**src/rtl/demux_pkg.sv**
```systemverilog
// Shared constants and types for the 1-to-2 stream demultiplexer.
//   DW     : data width of every stream port
//   DEPTH  : entries per output buffer (two, so pointers are one bit)
//   CNT_W  : width of the per-output delivered-beat counters
//   route_state_t : packet routing state of the input side
package demux_pkg;

    localparam int DW    = 8;
    localparam int DEPTH = 2;
    localparam int CNT_W = 16;

    typedef enum logic [1:0] {
        IDLE   = 2'd0,
        ROUTE1 = 2'd1,
        ROUTE2 = 2'd2
    } route_state_t;

endpackage

```
**src/rtl/demux_out_fifo.sv**
```systemverilog
// Two-entry {last, data} buffer feeding one demux output.
//   clk, rst   : clock, asynchronous active-high reset
//   push       : write push_data/push_last (caller guarantees not full)
//   pop        : drop the head entry (caller guarantees not empty)
//   head_data  : data of the oldest entry
//   head_last  : last flag of the oldest entry
//   full/empty : occupancy flags
module demux_out_fifo
    import demux_pkg::*;
(
    input  logic          clk,
    input  logic          rst,
    input  logic          push,
    input  logic          pop,
    input  logic [DW-1:0] push_data,
    input  logic          push_last,
    output logic [DW-1:0] head_data,
    output logic          head_last,
    output logic          full,
    output logic          empty
);

    logic [DW:0] mem [DEPTH];
    logic        wr_ptr;
    logic        rd_ptr;
    logic [1:0]  count;

    always_ff @(posedge clk or posedge rst) begin
        if (rst) begin
            for (int i = 0; i < DEPTH; i++) begin
                mem[i] <= '0;
            end
            wr_ptr <= 1'b0;
            rd_ptr <= 1'b0;
            count  <= 2'd0;
        end else begin
            if (push) begin
                mem[wr_ptr] <= {push_last, push_data};
                wr_ptr      <= ~wr_ptr;
            end
            if (pop) begin
                rd_ptr <= ~rd_ptr;
            end
            case ({push, pop})
                2'b10:   count <= count + 2'd1;
                2'b01:   count <= count - 2'd1;
                default: count <= count;
            endcase
        end
    end

    assign head_data = mem[rd_ptr][DW-1:0];
    assign head_last = mem[rd_ptr][DW];
    assign full      = (count == 2'd2);
    assign empty     = (count == 2'd0);

endmodule

```
**src/rtl/demux_1to2_8bits_stream.sv**
```systemverilog
// Registered 1-to-2 stream demultiplexer. The destination is taken from
// in_sel on the first beat of a packet and held until the beat with in_last.
// Each output has its own two-entry buffer and a wrapping delivered-beat count.
//   clk, rst                         : clock, asynchronous active-high reset
//   in_data/in_valid/in_last/in_sel  : input stream, in_sel 0 -> out1, 1 -> out2
//   in_ready                         : input beat accepted this cycle
//   outN_data/outN_valid/outN_last   : head of output buffer N
//   outN_ready                       : consumer takes the head of buffer N
//   cnt1, cnt2                       : beats delivered on each output
//
// state  | meaning
// IDLE   | waiting for first beat of a packet, destination = in_sel
// ROUTE1 | mid-packet, locked to out1
// ROUTE2 | mid-packet, locked to out2
module demux_1to2_8bits_stream
    import demux_pkg::*;
(
    input  logic             clk,
    input  logic             rst,
    input  logic [DW-1:0]    in_data,
    input  logic             in_valid,
    input  logic             in_last,
    input  logic             in_sel,
    output logic             in_ready,
    output logic [DW-1:0]    out1_data,
    output logic             out1_valid,
    output logic             out1_last,
    input  logic             out1_ready,
    output logic [DW-1:0]    out2_data,
    output logic             out2_valid,
    output logic             out2_last,
    input  logic             out2_ready,
    output logic [CNT_W-1:0] cnt1,
    output logic [CNT_W-1:0] cnt2
);

    localparam logic [CNT_W-1:0] CNT_ONE = CNT_W'(1);

    route_state_t state;
    route_state_t state_nxt;
    logic         dest;
    logic         xfer;
    logic         full1, full2;
    logic         empty1, empty2;
    logic         pop1, pop2;

    always_ff @(posedge clk or posedge rst) begin
        if (rst) begin
            state <= IDLE;
        end else begin
            state <= state_nxt;
        end
    end

    always_comb begin
        state_nxt = state;
        dest      = 1'b0;
        case (state)
            IDLE: begin
                dest = in_sel;
                if (xfer && !in_last) begin
                    state_nxt = in_sel ? ROUTE2 : ROUTE1;
                end
            end
            ROUTE1: begin
                dest = 1'b0;
                if (xfer && in_last) begin
                    state_nxt = IDLE;
                end
            end
            ROUTE2: begin
                dest = 1'b1;
                if (xfer && in_last) begin
                    state_nxt = IDLE;
                end
            end
            default: begin
                state_nxt = IDLE;
            end
        endcase
    end

    // Ready looks only at the destination's full flag, never at outN_ready,
    // so a full buffer refuses a beat even while it is being popped.
    assign in_ready = ~rst & ~(dest ? full2 : full1);
    assign xfer     = in_valid & in_ready;

    assign out1_valid = ~empty1;
    assign out2_valid = ~empty2;
    assign pop1       = out1_valid & out1_ready;
    assign pop2       = out2_valid & out2_ready;

    demux_out_fifo u_fifo1 (
        .clk       (clk),
        .rst       (rst),
        .push      (xfer & ~dest),
        .pop       (pop1),
        .push_data (in_data),
        .push_last (in_last),
        .head_data (out1_data),
        .head_last (out1_last),
        .full      (full1),
        .empty     (empty1)
    );

    demux_out_fifo u_fifo2 (
        .clk       (clk),
        .rst       (rst),
        .push      (xfer & dest),
        .pop       (pop2),
        .push_data (in_data),
        .push_last (in_last),
        .head_data (out2_data),
        .head_last (out2_last),
        .full      (full2),
        .empty     (empty2)
    );

    always_ff @(posedge clk or posedge rst) begin
        if (rst) begin
            cnt1 <= '0;
            cnt2 <= '0;
        end else begin
            if (pop1) cnt1 <= cnt1 + CNT_ONE;
            if (pop2) cnt2 <= cnt2 + CNT_ONE;
        end
    end

endmodule

```
**config.mk**
```make
export PLATFORM = sky130hd
export DESIGN_NAME = demux_1to2_8bits_stream
export DESIGN_NICKNAME = d
export VERILOG_FILES = /design/src/rtl/demux_pkg.sv /design/src/rtl/demux_out_fifo.sv /design/src/rtl/demux_1to2_8bits_stream.sv
export SDC_FILE = /design/constraint.sdc
export NUM_CORES = 1
export LEC_CHECK = 0
export ABC_CLOCK_PERIOD_IN_PS = 2800
export CAP_MARGIN = 20
export CORE_MARGIN = 2
export CORE_UTILIZATION = 52
export DETAILED_ROUTE_END_ITERATION = 6
export MAX_ROUTING_LAYER = met4
export PLACE_DENSITY = 0.87
export SLEW_MARGIN = 5
export SYNTH_ARGS = -nofsm -noshare
export SYNTH_HDL_FRONTEND = slang
export SYNTH_HIERARCHICAL = 1
export SYNTH_SLANG_ARGS = --single-unit
```
**constraint.sdc**
```tcl
create_clock -name clk -period 2.8 [get_ports clk]
set_input_delay 0.56 -clock clk [delete_from_list [all_inputs] [get_ports clk]]
set_output_delay 0.56 -clock clk [all_outputs]
set_load 0.01 [all_outputs]
```
# Yosys cells after proc, flatten, opt, wreduce, memory -nomap -nowiden
# Cells that the tools add are included.
[word_totals]
regBits = 78
input_bits = 15
output_inout_bits = 53
word_cells = 86
[classes]
addsub = 6
n_lt_le_gt_ge = 6
n_eq_ne = 10
mux = 20
bitwise_logic = 19
reduce_logical = 12
[ops]
columns = ["operator", "n"]
rows = [
  ["9-bit 2-to-1 mux", 8],
  ["18-bit bitwise mux", 2],
  ["16-bit by 1-bit adder with 16-bit output (second input constant)", 2],
  ["9-bit demux with 1-bit select", 2],
  ["2-bit case mux with 2 select lines", 3],
  ["2-bit equality test (second input constant)", 5],
  ["1-bit NOT", 9],
  ["2-bit >= comparator (second input constant)", 4],
  ["1-bit NOT with 2-bit output", 4],
  ["1-bit bitwise AND", 6],
  ["2-bit by 1-bit equality test with 1-bit output (second input constant)", 3],
  ["2-bit zero test", 3],
  ["2-bit 2-to-1 mux", 3],
  ["2-bit by 1-bit adder with 2-bit output (second input constant)", 2],
  ["1-bit logical AND", 4],
  ["2-bit by 1-bit less-than comparator with 1-bit output (second input constant)", 2],
  ["2-bit nonzero test", 2],
  ["2-bit by 1-bit subtractor with 2-bit output (second input constant)", 2],
  ["2-bit by 1-bit inequality test with 1-bit output (second input constant)", 1],
  ["2-bit inequality test (second input constant)", 1],
  ["1-bit case mux with 2 select lines", 1],
  ["2-bit AND reduction", 1],
  ["2-bit OR reduction", 1],
  ["1-bit zero test", 1],
  ["1-bit 2-to-1 mux", 1],
]

# Depth between registers and ports, before layout
[depth]
ltp_word = 9
ltp_mapped = 10
ltp_nobuf = 10

# By module
# The synthesis kept the hierarchy.
[by_module_without_submodules]
columns = ["mod", "n_inst", "cells_per_inst", "area_per_inst_um2", "seq_area_each_um2"]
rows = [
  ["demux_out_fifo", 2, 64, 994.7, 550.5],
  ["demux_1to2_8bits_stream", 1, 141, 1639.1, 850.8],
]

# Worst setup path after synthesis
# OpenSTA, ideal clock, no wires.
[synth_path]
path_kind = "input-to-output"
startpoint = "in rst"
endpoint = "out in_ready"
t_arrival_ns = 1.664
t_required_ns = 2.240
slack_ns = 0.576
path_stages = 2
n_path_buf = 0
cell_sequence = "inv_1 > o221a_2"
[synth_via]
elab_chain_cells = 2
[synth_lines]
columns = ["item", "line", "text"]
rows = [
  ["from (decl)", "demux_1to2_8bits_stream.sv:19", "input logic rst,"],
  ["1-bit NOT", "demux_1to2_8bits_stream.sv:85", "assign in_ready = ~rst & ~(dest ? full2 : full1);"],
  ["1-bit bitwise AND", "demux_1to2_8bits_stream.sv:85", ""],
  ["to (decl)", "demux_1to2_8bits_stream.sv:24", "output logic in_ready,"],
]
# Every way passes these cells.

# Worst setup path after layout
[layout_path]
startpoint = "reg state[0]"
endpoint = "out in_ready"
[layout_via]
elab_chain_cells = 5
elab_cells_between_ends = 6
classes_between = "eq/ne: 1; mux: 2; bitwise: 2; reduce/logical: 1"
[layout_lines]
columns = ["item", "line", "text"]
rows = [
  ["from (decl)", "demux_1to2_8bits_stream.sv:39", "route_state_t state;"],
  ["from (signal assigned)", "demux_1to2_8bits_stream.sv:51", "state <= state_nxt;"],
  ["2-bit equality test or 2-bit zero test (tied branches)", "demux_1to2_8bits_stream.sv:58", "case (state)"],
  ["1-bit case mux with 2 select lines *", "demux_1to2_8bits_stream.sv:58", ""],
  ["1-bit 2-to-1 mux *", "demux_1to2_8bits_stream.sv:85", ""],
  ["1-bit NOT *", "demux_1to2_8bits_stream.sv:85", ""],
  ["1-bit bitwise AND *", "demux_1to2_8bits_stream.sv:85", ""],
]
# Every way passes the cells marked *; elsewhere a longest branch is shown, timed or not.

==> impl_metrics.json <==
{
  "die_height_um": 87.54,
  "layout.cells.most_common": "sky130_fd_sc_hd__dfrtp_1",
  "critical_path_class": "register to output pin",
  "fillers": 479,
  "placed_cells": 417,
  "antenna_cells": 0,
  "grt_setup_unrepaired": "no",
  "synthDominantAreaCellType": "sky130_fd_sc_hd__dfrtp_1",
  "synth-simple-area-share_pct": 11.31,
  "synthCells": 269,
  "tightestPinTransition_ns": 0.8289,
  "gp_weighted_congestion": 0.8219,
  "synth.mux.area_fraction_pct": 19.24,
  "xor_xnor_portion_of_the_synthesized_cell_area_pct": 9.655,
  "number_of_antenna_violations_at_the_first_check_in_global_routing": 0,
  "synth.distinct_cells": 32,
  "worstReg2RegEnd": "u_fifo1/count[1]$_DFFE_PP0P_",
  "mappedNetlistArea_um2": 3628,
  "htreeDepth": 3,
  "syn_avg_cell_area_um2": 13.49,
  "route.detailed.wl_per_inst_um": 16.24,
  "remaining_drc_errors": 0,
  "period_needed_ns": 2.632,
  "dr_total_vias": 2310,
  "number_of_enable_type_register_cells_in_the_synthesized_netlist": 0,
  "critical_path_required_ns": 2.24,
  "post-route-period-util_pct": 94.02,
  "result_of_the_run": "completed",
  "cts.hold.buffers_added": 0,
  "seqPwrFrac_pct": 39.9,
  "clock_power_share_pct": 18.1,
  "clock_skew_ns": 0.01703,
  "reg2reg_setup_slack_ns": 0.46,
  "highest_attainable_clock_frequency_ghz": 0.3799,
  "floorplan.initialDensity_pct": 53.70,
  "worst-path-stages": 5,
  "cts_inserted_buffers": 9,
  "clock-root-buffer": "sky130_fd_sc_hd__clkbuf_8",
  "max_cap_viol_count": 0,
  "route.final.wire_length_um": 7030,
  "cell_with_the_biggest_individual_delay_on_the_critical_path": "sky130_fd_sc_hd__clkdlybuf4s50_1",
  "critPathArrivalTime_ns": 2.07,
  "synth_top_area_share_pct": 53.79,
  "seq_area_frac_synth_pct": 53.79,
  "ys.warnings.count": 6,
  "port_buffers": 67,
  "tritoncts": "yes",
  "leakage_nw": 2.070,
  "critical_path.endpoint": "in_ready",
  "total_power_w": 0.004818,
  "power_switching_w": 0.001573,
  "r2r.worst_path.cells": 10,
  "area_growth_syn_to_layout_pct": 27.17,
  "top_fanout_value_on_the_critical_path": 7,
  "report.final.hold_viol_count": 0,
  "drt-vias-per-instance": 5.335,
  "timing.critical_path.buf_inv": 2,
  "ys_ff_latch": 78,
  "synth_top_cells_by_area": "sky130_fd_sc_hd__dfrtp_1, sky130_fd_sc_hd__mux2_2, sky130_fd_sc_hd__mux2_4",
  "asyncSetResetFlopFracSynth_pct": 100.0,
  "firstDrtPassIters": 4,
  "maxSlewViolCount": 0,
  "setup_tns_ns": 0,
  "die_width_um": 87.54,
  "postLayoutSetupSlackWorst_ns": 0.1675,
  "endpoint_class_of_the_critical_path": "output pin",
  "largest_stage_delay_on_the_critical_path_ns": 0.53,
  "power_report.internal_total_w": 0.003245,
  "post_layout_nonfiller_instances": 433,
  "dominant_combinational_cell_family_by_area_after_synthesis": "multiplexers",
  "synthesized_area_fraction_occupied_by_ao_oa_aoi_and_oai_cells_pct": 1.862,
  "max-slew-margin-rel_pct": 44.68,
  "worst_skew_pair.late_latency_ns": 0.35,
  "drt_iter0_drc": 76,
  "synth_fp_nets": 290,
  "tritoncts_num_sinks": 78,
  "critical_path.cell_chain": "inv_1 > ha_2 > and2_1 > o221a_2 > clkdlybuf4s50_1",
  "clk_pin_slew_ns": 0.10,
  "critical_path.reg2reg.startpoint": "state[0]$_DFFE_PP0P_",
  "vias_in_the_first_global_route": 2400,
  "synth_top_flop_cell": "sky130_fd_sc_hd__dfrtp_1",
  "ant_nets": 0,
  "finalSetupViolations": 0,
  "final_core_util_pct": 68.30,
  "grt_pass1_wl_um": 11560,
  "cp-startpoint": "state[0]$_DFFE_PP0P_",
  "critPathTopFamily": "buffers and inverters",
  "ir_worst_vdd_mv": 0.5846,
  "rows": 30,
  "combinational_power_share_pct": 42.0,
  "pin_count_of_the_biggest_net_entering_global_routing": 35,
  "detailedPlacementHpwl_um": 5010,
  "synthAdderAreaFrac_pct": 2.069,
  "post-cts-setup-buffer-count": 0,
  "die_area_um2": 7662,
  "grtUsageTotal_pct": 20.11,
  "core_um2": 6756,
  "drive_gt1_share_pct": 24.65,
  "floorplan.io_pins": 68,
  "seq_area_um2": 1952,
  "layout_common_cells": "sky130_fd_sc_hd__dfrtp_1, sky130_fd_sc_hd__clkdlybuf4s50_1, sky130_fd_sc_hd__mux2_2",
  "clk_path_buf_depth": 2,
  "final_net_count": 369,
  "worst_hold_path_type": "register to register",
  "placement.setup.worst_slack_ns": 0.2018,
  "start_kind": "register",
  "p_sw_share_pct": 32.65,
  "multi_input_comb_area_um2": 1604,
  "globalRouteOverflowTotal": 0,
  "power_per_cell_area_nw_per_um2": 1044
}
flip-flops by register name, indices dropped and copies added (netlist names):
register	count
cnt2	16
state	2
u_fifo2/rd_ptr	1
u_fifo1/wr_ptr	1
cnt1	16
u_fifo1/mem	18
u_fifo2/count	2
u_fifo1/rd_ptr	1
u_fifo2/wr_ptr	1
u_fifo1/count	2
u_fifo2/mem	18
layout make-up:
type                            count  share of cell area, %
Clock buffer                        9                  2.684
Clock inverter                      7                  1.762
Inverter                           10                 0.8134
Multi-Input combinational cell    176                  34.76
Sequential cell                    78                  42.30
Tap cell                           80                  2.169
Timing Repair Buffer               73                  15.51
synth_stat cells, types with 3 or more instances:
library cell / instances
sky130_fd_sc_hd__nand2_1: 9
sky130_fd_sc_hd__ha_1: 6
sky130_fd_sc_hd__nor3b_1: 3
sky130_fd_sc_hd__nor2_1: 9
sky130_fd_sc_hd__xor2_1: 16
sky130_fd_sc_hd__buf_2: 3
sky130_fd_sc_hd__xnor2_1: 24
sky130_fd_sc_hd__inv_1: 10
sky130_fd_sc_hd__and4_1: 3
sky130_fd_sc_hd__nor2b_1: 5
sky130_fd_sc_hd__mux2_4: 18
sky130_fd_sc_hd__nand2b_1: 3
sky130_fd_sc_hd__mux2_2: 38
sky130_fd_sc_hd__o211ai_1: 4
sky130_fd_sc_hd__and3_1: 5
sky130_fd_sc_hd__nand3_1: 8
sky130_fd_sc_hd__nand4_1: 7
sky130_fd_sc_hd__dfrtp_1: 78
routing by layer:
| metal | track usage, % | wire length (um) |
|---|---|---|
| met4 | 7.972 | 101 |
| met5 | - | 0 |
| met2 | 31.96 | 3531 |
| met1 | 26.39 | 3249 |
| met3 | 2.639 | 147 |
power by group through the flow:
stage	combinational [W]	sequential [W]	clock, W
after floorplan	0.00125	0.00184	0
after global placement	0.00196	0.00191	0
after detailed placement	0.00203	0.00193	0
after CTS	0.00204	0.00192	0.000880
after global routing	0.00218	0.00199	0.000919
final	0.00202	0.00192	0.000870
stage by stage:
stage / instance area [um^2] / hold slack (ns)
6_report: 4614 / 0.4730
5_1_grt: 4614 / 0.5038
4_1_cts: 4612 / 0.4773
3_5_place_dp: 4407 / 0.4604
3_3_place_gp: 4407 / 0.4586
2_1_floorplan: 3628 / 0.4560
worst min-delay path by stage:
stage                                       from                            to  slack, ns  cells after the start
finish                      cnt1[15]$_DFFE_PP0P_          cnt1[15]$_DFFE_PP0P_       0.47                      1
global route                cnt1[15]$_DFFE_PP0P_          cnt1[15]$_DFFE_PP0P_       0.50                      1
CTS                         cnt1[15]$_DFFE_PP0P_          cnt1[15]$_DFFE_PP0P_       0.48                      1
detailed placement          cnt1[15]$_DFFE_PP0P_          cnt1[15]$_DFFE_PP0P_       0.46                      1
global placement            cnt2[15]$_DFFE_PP0P_          cnt2[15]$_DFFE_PP0P_       0.46                      1
floorplan           u_fifo1/count[1]$_DFFE_PP0P_  u_fifo1/count[1]$_DFFE_PP0P_       0.46                      1
cells by family (layout without fill, tap and decap cells):
kind of cell	count (synthesis)	after routing
AO/OA/AOI/OAI	9	9
XOR/XNOR	40	40
adder cells (fa/ha/maj)	6	6
buffers and inverters	15	99
flip-flops	78	78
multiplexers	56	56
AND/OR/NAND/NOR	65	65
timing repair:
action,4_1_cts,5_1_grt
gates resized for setup,0,1
setup endpoints to repair,0,1
hold endpoints to repair,0,0
Power figures use the tool's default switching activity.
